===== src/rtl/cpu_pkg.sv =====
// Shared types and defaults for the 16-bit CPU.
// Holds the fetch FSM state encoding and the instruction-word type.
package cpu_pkg;

  localparam int CPU_ADDR_W = 16;
  localparam int CPU_DATA_W = 16;
  localparam logic [CPU_ADDR_W-1:0] CPU_RESET_PC = 16'h0000;

  typedef logic [CPU_DATA_W-1:0] instr_t;

  typedef enum logic [1:0] {
    ISSUE,
    WAIT,
    VALID,
    HALTED
  } fetch_state_t;

endpackage


===== src/rtl/fetch_unit.sv =====
// Instruction-fetch front end: owns the PC, reads the instruction BRAM and
// hands each fetched word to the decoder over a valid/ready handshake.
module fetch_unit
  import cpu_pkg::*;
#(
  parameter int                ADDR_W   = CPU_ADDR_W,
  parameter int                DATA_W   = CPU_DATA_W,
  parameter int                BRAM_LAT = 1,
  parameter logic [ADDR_W-1:0] RESET_PC = CPU_RESET_PC
) (
  input  logic              clk,
  input  logic              reset,
  input  logic              jump_en,
  input  logic [ADDR_W-1:0] jump_target,
  input  logic              halt,
  output logic [ADDR_W-1:0] bram_addr,
  output logic              bram_rd_en,
  input  logic [DATA_W-1:0] bram_rdata,
  output logic [DATA_W-1:0] instr_out,
  output logic [ADDR_W-1:0] instr_pc,
  output logic              instr_valid,
  input  logic              instr_ready
);

  localparam logic [2:0] LAT_LAST = 3'(BRAM_LAT);

  fetch_state_t      state;
  logic [ADDR_W-1:0] pc;
  logic [2:0]        lat_cnt;

  // The strobe is held off during reset so a read is never issued from stale state.
  assign bram_rd_en = (state == ISSUE) && !halt && !reset;
  assign bram_addr  = pc;

  always_ff @(posedge clk) begin
    if (reset) begin
      state       <= ISSUE;
      pc          <= RESET_PC;
      lat_cnt     <= '0;
      instr_out   <= '0;
      instr_pc    <= '0;
      instr_valid <= 1'b0;
    end else if (jump_en) begin
      // A redirect abandons whatever is in flight; any pending handshake counts as taken.
      state       <= ISSUE;
      pc          <= jump_target;
      lat_cnt     <= '0;
      instr_valid <= 1'b0;
    end else begin
      case (state)
        ISSUE: begin
          if (halt) begin
            state <= HALTED;
          end else begin
            state   <= WAIT;
            lat_cnt <= 3'd1;
          end
        end
        WAIT: begin
          if (lat_cnt == LAT_LAST) begin
            instr_out   <= bram_rdata;
            instr_pc    <= pc;
            instr_valid <= 1'b1;
            state       <= VALID;
          end else begin
            lat_cnt <= lat_cnt + 3'd1;
          end
        end
        VALID: begin
          if (instr_valid && instr_ready) begin
            pc          <= pc + ADDR_W'(1);
            instr_valid <= 1'b0;
            state       <= ISSUE;
          end
        end
        HALTED: begin
          if (!halt) begin
            state <= ISSUE;
          end
        end
        default: state <= ISSUE;
      endcase
    end
  end

endmodule


===== config.mk =====
export PLATFORM = sky130hd
export DESIGN_NAME = fetch_unit
export DESIGN_NICKNAME = d
export VERILOG_FILES = /design/src/rtl/cpu_pkg.sv /design/src/rtl/fetch_unit.sv
export SDC_FILE = /design/constraint.sdc
export NUM_CORES = 1
export LEC_CHECK = 0
export BUFFER_PORTS_ARGS = -buffer_cell sky130_fd_sc_hd__buf_2
export CORE_MARGIN = 8
export CORE_UTILIZATION = 48
export CTS_CLUSTER_DIAMETER = 200
export DETAILED_ROUTE_END_ITERATION = 8
export PLACE_DENSITY = 0.78
export SLEW_MARGIN = 20
export SYNTH_ARGS = -nofsm -noshare
export SYNTH_HDL_FRONTEND = slang
export SYNTH_SLANG_ARGS = --single-unit

===== constraint.sdc =====
create_clock -name clk -period 1.8 [get_ports clk]
set_input_delay 0.18 -clock clk [delete_from_list [all_inputs] [get_ports clk]]
set_output_delay 0.18 -clock clk [all_outputs]
set_load 0.1 [all_outputs]

# After elaboration in Yosys (flattened, before gate mapping)
# Index checks and enable logic that the tools add are counted.
dict set report word_totals {
  reg_bits 54
  latchBits 0
  n_memories 0
  mem_bits_rw 0
  rom_bits 0
  out_inout_bits 50
  wordCells 48
}
dict set report op_classes {
  div 0
  reduce_logical 16
  eq_ne 9
  mux 14
  mul 0
  bitwise_logic 1
  add_sub_neg 2
  n_lt_le_gt_ge 0
  shifts 0
}
# operator n
set op_table {}
lappend op_table {{$mux 16} 3}
lappend op_table {{$add 16x1->16 const B} 1}
lappend op_table {{$reduce_and 3->1} 4}
lappend op_table {{$ne 2x2->1 const B} 5}
lappend op_table {{$mux 2} 4}
lappend op_table {{$pmux 2 s4} 1}
lappend op_table {{$reduce_bool 2->1} 4}
lappend op_table {{$mux 3} 2}
lappend op_table {{$pmux 3 s2} 1}
lappend op_table {{$eq 2x2->1 const B} 2}
lappend op_table {{$add 3x1->3 const B} 1}
lappend op_table {{$eq 3x1->1 const B} 1}
lappend op_table {{$logic_and 1x1->1} 3}
lappend op_table {{$eq 2x1->1 const B} 1}
lappend op_table {{$logic_not 1->1} 2}
lappend op_table {{$logic_not 2->1} 1}
lappend op_table {{$mux 1} 2}
lappend op_table {{$pmux 1 s2} 1}
lappend op_table {{$reduce_and 2->1} 1}
lappend op_table {{$reduce_or 2->1} 1}
lappend op_table {{$not 1->1} 1}

# Depth between registers and ports, before layout
# Gate-level depths: netlist of run 1.
dict set report logic_depth {
  depth_word 4
  mapped_depth 8
  mapped_depth_nobuf 6
}

# Worst setup path after synthesis of run 1
# OpenSTA, ideal clock, no wires.
dict set report synth_path {
  path_type {register to output}
  from {register state[0]}
  to {output port bram_rd_en}
  path_slack_ns -1.771
  t_arrival_ns 3.391
  path_stages_with_launch 3
  cell_sequence {dfxtp_1 -> clkbuf_1 -> nor4_1}
}
dict set report synth_via {
  elab_chain_len 3
}
# element line
set synth_rtl {}
lappend synth_rtl {{start: declaration} fetch_unit.sv:27} ;# fetch_state_t state;
lappend synth_rtl {{start signal: assignment} fetch_unit.sv:37} ;# state <= ISSUE;
lappend synth_rtl {{start signal: assignment} fetch_unit.sv:45} ;# state <= ISSUE;
lappend synth_rtl {{start signal: assignment} fetch_unit.sv:53} ;# state <= HALTED;
lappend synth_rtl {{$logic_not 2->1} fetch_unit.sv:32} ;# assign bram_rd_en = (state == ISSUE) && !halt && !reset;
lappend synth_rtl {{$logic_and 1x1->1 (2 in series)} fetch_unit.sv:32}
lappend synth_rtl {{end: declaration} fetch_unit.sv:17} ;# output logic bram_rd_en,
# Every way passes these cells.

# Worst setup path in the final report of run 1
dict set report layout_path {
  from {register instr_valid}
  to {register pc[10], in the netlist bram_addr[10]}
}
dict set report layout_via {
  elab_chain_len 3
}
# element line
set layout_rtl {}
lappend layout_rtl {{start: declaration} fetch_unit.sv:21} ;# output logic instr_valid,
lappend layout_rtl {{start signal: assignment} fetch_unit.sv:42} ;# instr_valid <= 1'b0;
lappend layout_rtl {{start signal: assignment} fetch_unit.sv:48} ;# instr_valid <= 1'b0;
lappend layout_rtl {{start signal: assignment} fetch_unit.sv:63} ;# instr_valid <= 1'b1;
lappend layout_rtl {{$logic_and 1x1->1} fetch_unit.sv:70} ;# if (instr_valid && instr_ready) begin
lappend layout_rtl {{$reduce_bool 2->1 (no line)} -}
lappend layout_rtl {{$reduce_and 2->1 (no line)} -}
lappend layout_rtl {{end signal: assignment} fetch_unit.sv:46} ;# pc <= jump_target;
lappend layout_rtl {{end signal: assignment} fetch_unit.sv:71} ;# pc <= pc + ADDR_W'(1);
lappend layout_rtl {{end: declaration} fetch_unit.sv:28} ;# logic [ADDR_W-1:0] pc;
# Every way passes these cells.
# A chain may end at the register's enable or synchronous reset.

==> results of run 1 <==
through the flow:
stage	util [%]	area, um^2
after floorplan	-	2370
after global placement	61.9	2900
after detailed placement	61.9	2900
after CTS	63.7	2990
after global routing	63.7	2990
final	63.7	2990
critical path, stage by stage, from the launching register on:
cell and delay, ps:
dfxtp_4 370, and4b_2 320, nand4_1 230, or3_1 360
a311oi_1 250
worst paths after layout:
check                 from            end  slack (ps)  depth (start not counted)
max            instr_valid  bram_addr[10]         180                          4
min          bram_rdata[3]   instr_out[3]         100                          3
max reg2reg    instr_valid  bram_addr[10]         180                          4
min reg2reg  instr_out[14]  instr_out[14]         450                          2
layout by cell type (no fill, tap or decap), types with 3 or more instances in the layout:
cell       n
a211oi_1   7
a21oi_1   38
a311oi_1   8
buf_2     85
buf_4      9
clkbuf_8   5
dfxtp_1   38
dfxtp_2    5
dfxtp_4   11
ha_1       3
inv_1      7
nand2_1   74
nand3_1    7
nand4_1    5
nor2_1    20
nor3_1     5
o21ai_0    6
or3_1      7
xnor2_1    5
xor2_1     3
power breakdown:
part	leakage (uW)	switching, uW	internal, uW
Clock	0.0000416	381	267
Sequential	0.000448	43.2	1220
Combinational	0.000731	329	110
Total	0.00122	753	1600
per-layer routing:
metal	up-vias	share of wire, %	wire length (um)	GRT usage (%)
met5	-	0	0	0
met4	0	1.6	94	5.57
met2	67	46	2700	26.5
met1	1024	43	2530	17.9
li1	1174	-	-	-
met3	10	8.8	513	7.24
area by class of cell:
cell class,count,area [um^2]
tap,54,67.6
fill,431,1700
multi-input combinational,212,1150
clock inverter,3,16.3
clock buffer,5,68.8
sequential,54,1130
inverter,7,26.3
timing repair buffer,96,533
registers in the layout, summed over array words and instances, names as in the netlist:
signal / cells
bram_addr: 16
instr_out: 16
instr_pc: 16
lat_cnt: 3
state: 2
instr_valid: 1
what timing repair did:
item,4_1_cts,5_1_grt
endpoints found under the hold margin,0,0
setup endpoints to repair,0,1
resized for setup,0,1
logic make-up (layout without fill, tap and decap cells):
family / count (synthesis) / after routing / synth area share [%]
buffers and inverters: 26 / 111 / 4.49
DFF: 54 / 54 / 46.8
adders and majority gates: 3 / 3 / 1.62
and+or+nand+nor: 135 / 135 / 26.7
xor gates and xnor gates: 8 / 8 / 3.03
AOI/OAI and AO/OA: 66 / 66 / 17.4
==> metrics.cfg, run 1 <==
[status]
outcome=complete, no violations

[sta]
drv_slew=0
fin_tns_setup_ps=0
rsz0062_at_grt=no
fin_ws_ps=181
hold_viol=0
hold_ws_ps=101
fin_skew_ps=3.93
setup_viol=0
fmax_mhz=618
worstMarginPinSlew_ps=491
period_share_pct=89.9
maxSlewHeadroom_pct=67.2
period_needed_ps=1620

[worst_setup_path]
cp.required_ps=2020
critPathMaxFanout=8
end_kind=flip-flop
critical_path_class=reg -> reg
start_kind=flip-flop
arrival_ps=1830

[drt]
drcViolationCount=0
finalWirelength_um=5840
vias_per_cell=5.28
via_count=2275
routedWlPerCell_um=13.5
ant_nets=0
initialDrtViolationCount=99
dr.pass1.iters=4

[die]
ios=87
fp.dieH_um=85.4
rows=25
die-width_um=85.4
core_region_area_um2=4690
die_area_um2=7290
initial_core_util_pct=49.3

[place]
placed_cells=423
hpwl_um=4440
io_buffers=86
gp_congestion=0.789
preCtsSetupSlack_ps=144

[power_and_ir_drop]
power_uw=2350
ir_worst_vdd_mv=0.536
leakagePower_uw=0.00122
power.density_nw_per_um2=787

[synthesis]
syn_avg_cell_area_um2=7.92
yosysMostFrequentCell=nand2_1
synth_edf_count=0
synth_area_leaders=dfxtp_1 (47%), nand2_1 (12%), a21oi_1 (8.2%)
synth.cell_area_um2=2310
async_flop_share_pct=0
ys_top_cells_by_count=nand2_1 (74), dfxtp_1 (54), a21oi_1 (38), nor2_1 (20), clkbuf_1 (14)
yosysUniqueCellTypes=35
synth-seq-cells=54
synthCells=292
syn_nets=332
ys_warn_count=0
synth_top_area_share_pct=46.8
ys_dominant_reg_cell=dfxtp_1
synth-seq-area-share_pct=46.8
synth_top_area_cell=dfxtp_1

[cts]
clock_latency_ps=300
cts_buffer_depth=2
ctsHoldBuffers=0
cts_setup_buffers=0
root_buffer=clkbuf_8
path_clk_slew_ps=90
cts_tree=built
numCtsBuffers=5
htree_levels=2
clock-sinks=54

[finish]
instances_no_fill=431
nNetsFinal=416
diodes=0
drive_above_1_share_pct=34.2
synthToLayoutAreaGrowth_pct=29.3

[global_routing]
grt_overflow=0
grt_max_degree=25
grt_pass1_vias=2165
antenna_found_initial=0
grt_usage_pct=16.1
grt_pass1_wl_um=9670

[worst_hold_path]
hold_class=in -> reg

[run]
maxCapViolCount=0

No activity file was read; power rests on OpenSTA's default activity.
==> run 2: changes to the inputs <==
--- a/config.mk
+++ b/config.mk
@@ -5,12 +5,13 @@
 export SDC_FILE = /design/constraint.sdc
 export NUM_CORES = 1
 export LEC_CHECK = 0
+export ABC_AREA = 1
 export BUFFER_PORTS_ARGS = -buffer_cell sky130_fd_sc_hd__buf_2
 export CORE_MARGIN = 8
-export CORE_UTILIZATION = 48
+export CORE_UTILIZATION = 49
 export CTS_CLUSTER_DIAMETER = 200
 export DETAILED_ROUTE_END_ITERATION = 8
-export PLACE_DENSITY = 0.78
+export PLACE_DENSITY = 0.79
 export SLEW_MARGIN = 20
 export SYNTH_ARGS = -nofsm -noshare
 export SYNTH_HDL_FRONTEND = slang
==> run 2 against run 1 <==
  * Utilization decreased by 2.4 points
  * Combinational power increased by 13%
  * Worst setup slack got worse by 49 ps
  * Clock-buffer cell count unchanged
  * Wire length increased by 17%
  * Via count increased by 7.3%
  * Sequential power about the same
  * Largest cell class unchanged
  * Largest power group unchanged
==> metrics.cfg, run 2 <==
[drt]
dr.pass1.iters=5
vias_per_cell=5.13
routedWlPerCell_um=14.4
via_count=2442
finalWirelength_um=6840
initialDrtViolationCount=97
ant_nets=0
drcViolationCount=0

[cts]
clock_latency_ps=310
numCtsBuffers=5
cts_tree=built
htree_levels=2
cts_buffer_depth=2
ctsHoldBuffers=0
path_clk_slew_ps=100
cts_setup_buffers=0
cts-resized-gates=0
root_buffer=clkbuf_8
clock-sinks=54

[sta]
fmax_mhz=599
maxSlewHeadroom_pct=44.6
fin_ws_ps=132
setup_viol=0
fin_skew_ps=10.5
period_share_pct=92.7
period_needed_ps=1670
rsz0062_at_grt=no
hold_ws_ps=100
hold_viol=0
drv_slew=0
worstMarginPinSlew_ps=830
fin_tns_setup_ps=0

[synthesis]
synthCells=324
yosys.area_share.simple_pct=24.2
synth_top_family_by_area=simple AND/OR/NAND/NOR gates
synth_xor_area_share_pct=2.12
synth.cell_area_um2=2480
synth_edf_count=0
synth_mux_area_share_pct=0
yosysMostFrequentCell=nor2_1
synth_area_leaders=dfxtp_1 (44%), nor2_1 (9.5%), nand2_1 (5.6%)
syn_avg_cell_area_um2=7.67
synth_top_area_cell=dfxtp_1
synth-seq-cells=54
synth_compound_area_share_pct=20.4
synth_top_area_share_pct=43.5
syn_nets=364
ys_top_cells_by_count=nor2_1 (63), dfxtp_1 (54), nand2_1 (37), a21oi_1 (26), inv_1 (26)
synthAdderAreaFrac_pct=1.51
ys_warn_count=0
async_flop_share_pct=0
ys_dominant_reg_cell=dfxtp_1
synth-seq-area-share_pct=43.5
yosysUniqueCellTypes=32

[power_and_ir_drop]
power.density_nw_per_um2=794
leakagePower_uw=0.00135
ir_worst_vdd_mv=0.307
power_uw=2440

[worst_setup_path]
crit_family=buffers and inverters
end_kind=output port
max_stage_delay_ps=390
cpMostUsedCell=inv_1
cp.required_ps=1620
crit_chain=inv_1 > nand2_1 > nor2_1 > inv_1 > nor2_2 > buf_12
critPathMaxFanout=4
critPathSlowestCell=dfxtp_1
critPathLaunch=state[1]
timing.rr.start=bram_addr[1]
start_kind=flip-flop
r2r_slack_ps=370
critical_path_class=reg -> out
reg2reg_depth=7
worstSetupPathDepth=6
critPathBufInv=3
arrival_ps=1490

[finish]
diodes=0
instances_no_fill=476
drive_above_1_share_pct=33.7
nNetsFinal=446
multi_input_comb_area_um2=1200
regArea_um2=1100
final_common_cell=buf_2
final_cell_mix=buf_2 (85), nor2_1 (62), dfxtp_1 (42)
n_fill_cell=493
synthToLayoutAreaGrowth_pct=23.6

[global_routing]
grt_usage_pct=18.1
grt_pass1_vias=2310
grt_overflow=0
grt_max_degree=46
grt_pass1_wl_um=11000
antenna_found_initial=0

[place]
hpwl_um=5190
io_buffers=86
gp_congestion=0.889
preCtsSetupSlack_ps=406
placed_cells=469

[run]
maxCapViolCount=0

[status]
outcome=complete, no violations

[die]
die-width_um=87.2
die_area_um2=7600
ios=87
core_region_area_um2=5010
rows=26
fp.dieH_um=87.2
initial_core_util_pct=49.6

[worst_hold_path]
min_from=bram_rdata[0]
hold_depth=3
hold_class=in -> reg

## run 2: path summary, 6_finish.rpt
check	to
max	bram_rd_en
min	instr_out[0]
max reg2reg	bram_addr[14]
min reg2reg	instr_out[5]
## run 2: where the power goes
group	internal (uW)	switching (uW)	leakage (uW)
combinational	118	375	0.000870
clock	267	402	0.0000362
sequential	1230	43.7	0.000443
total	1620	821	0.00135
## run 2: layout make-up
class                           instances  area share, %
Clock inverter                          2          0.489
Tap cell                               70           2.85
Inverter                               30           3.75
Sequential cell                        54           35.7
Timing Repair Buffer                   90           15.9
Clock buffer                            5           2.24
Multi-Input combinational cell        225           39.1
## run 2: metrics by stage
stage,util [%],area [um^2]
after floorplan,-,2500
final,61.3,3070
after CTS,61.3,3070
after global routing,61.3,3070
after detailed placement,59.6,2990
after global placement,59.6,2990
## run 2: layer usage
layer	share of wire (%)	vias to the layer above	global-route usage (%)	wire length (um)
li1	-	1231	-	-
met1	44	1118	21.5	3030
met2	46	81	30.6	3180
met3	7.9	12	5.19	543
met4	1.4	0	5.47	95
met5	0	-	0	0
## run 2: cell families after synthesis
kind of cell	count (synthesis)
buf+inv	45
compound gates	84
fa+ha+maj	3
flops	54
simple gates	132
xor+xnor	6
## run 2: tightest hold or removal path: cells and delay by family
family | cells | cell delay [ps]
AOI/OAI and AO/OA | 1 | 60
buffers and inverters | 1 | 80
and+or+nand+nor | 1 | 70
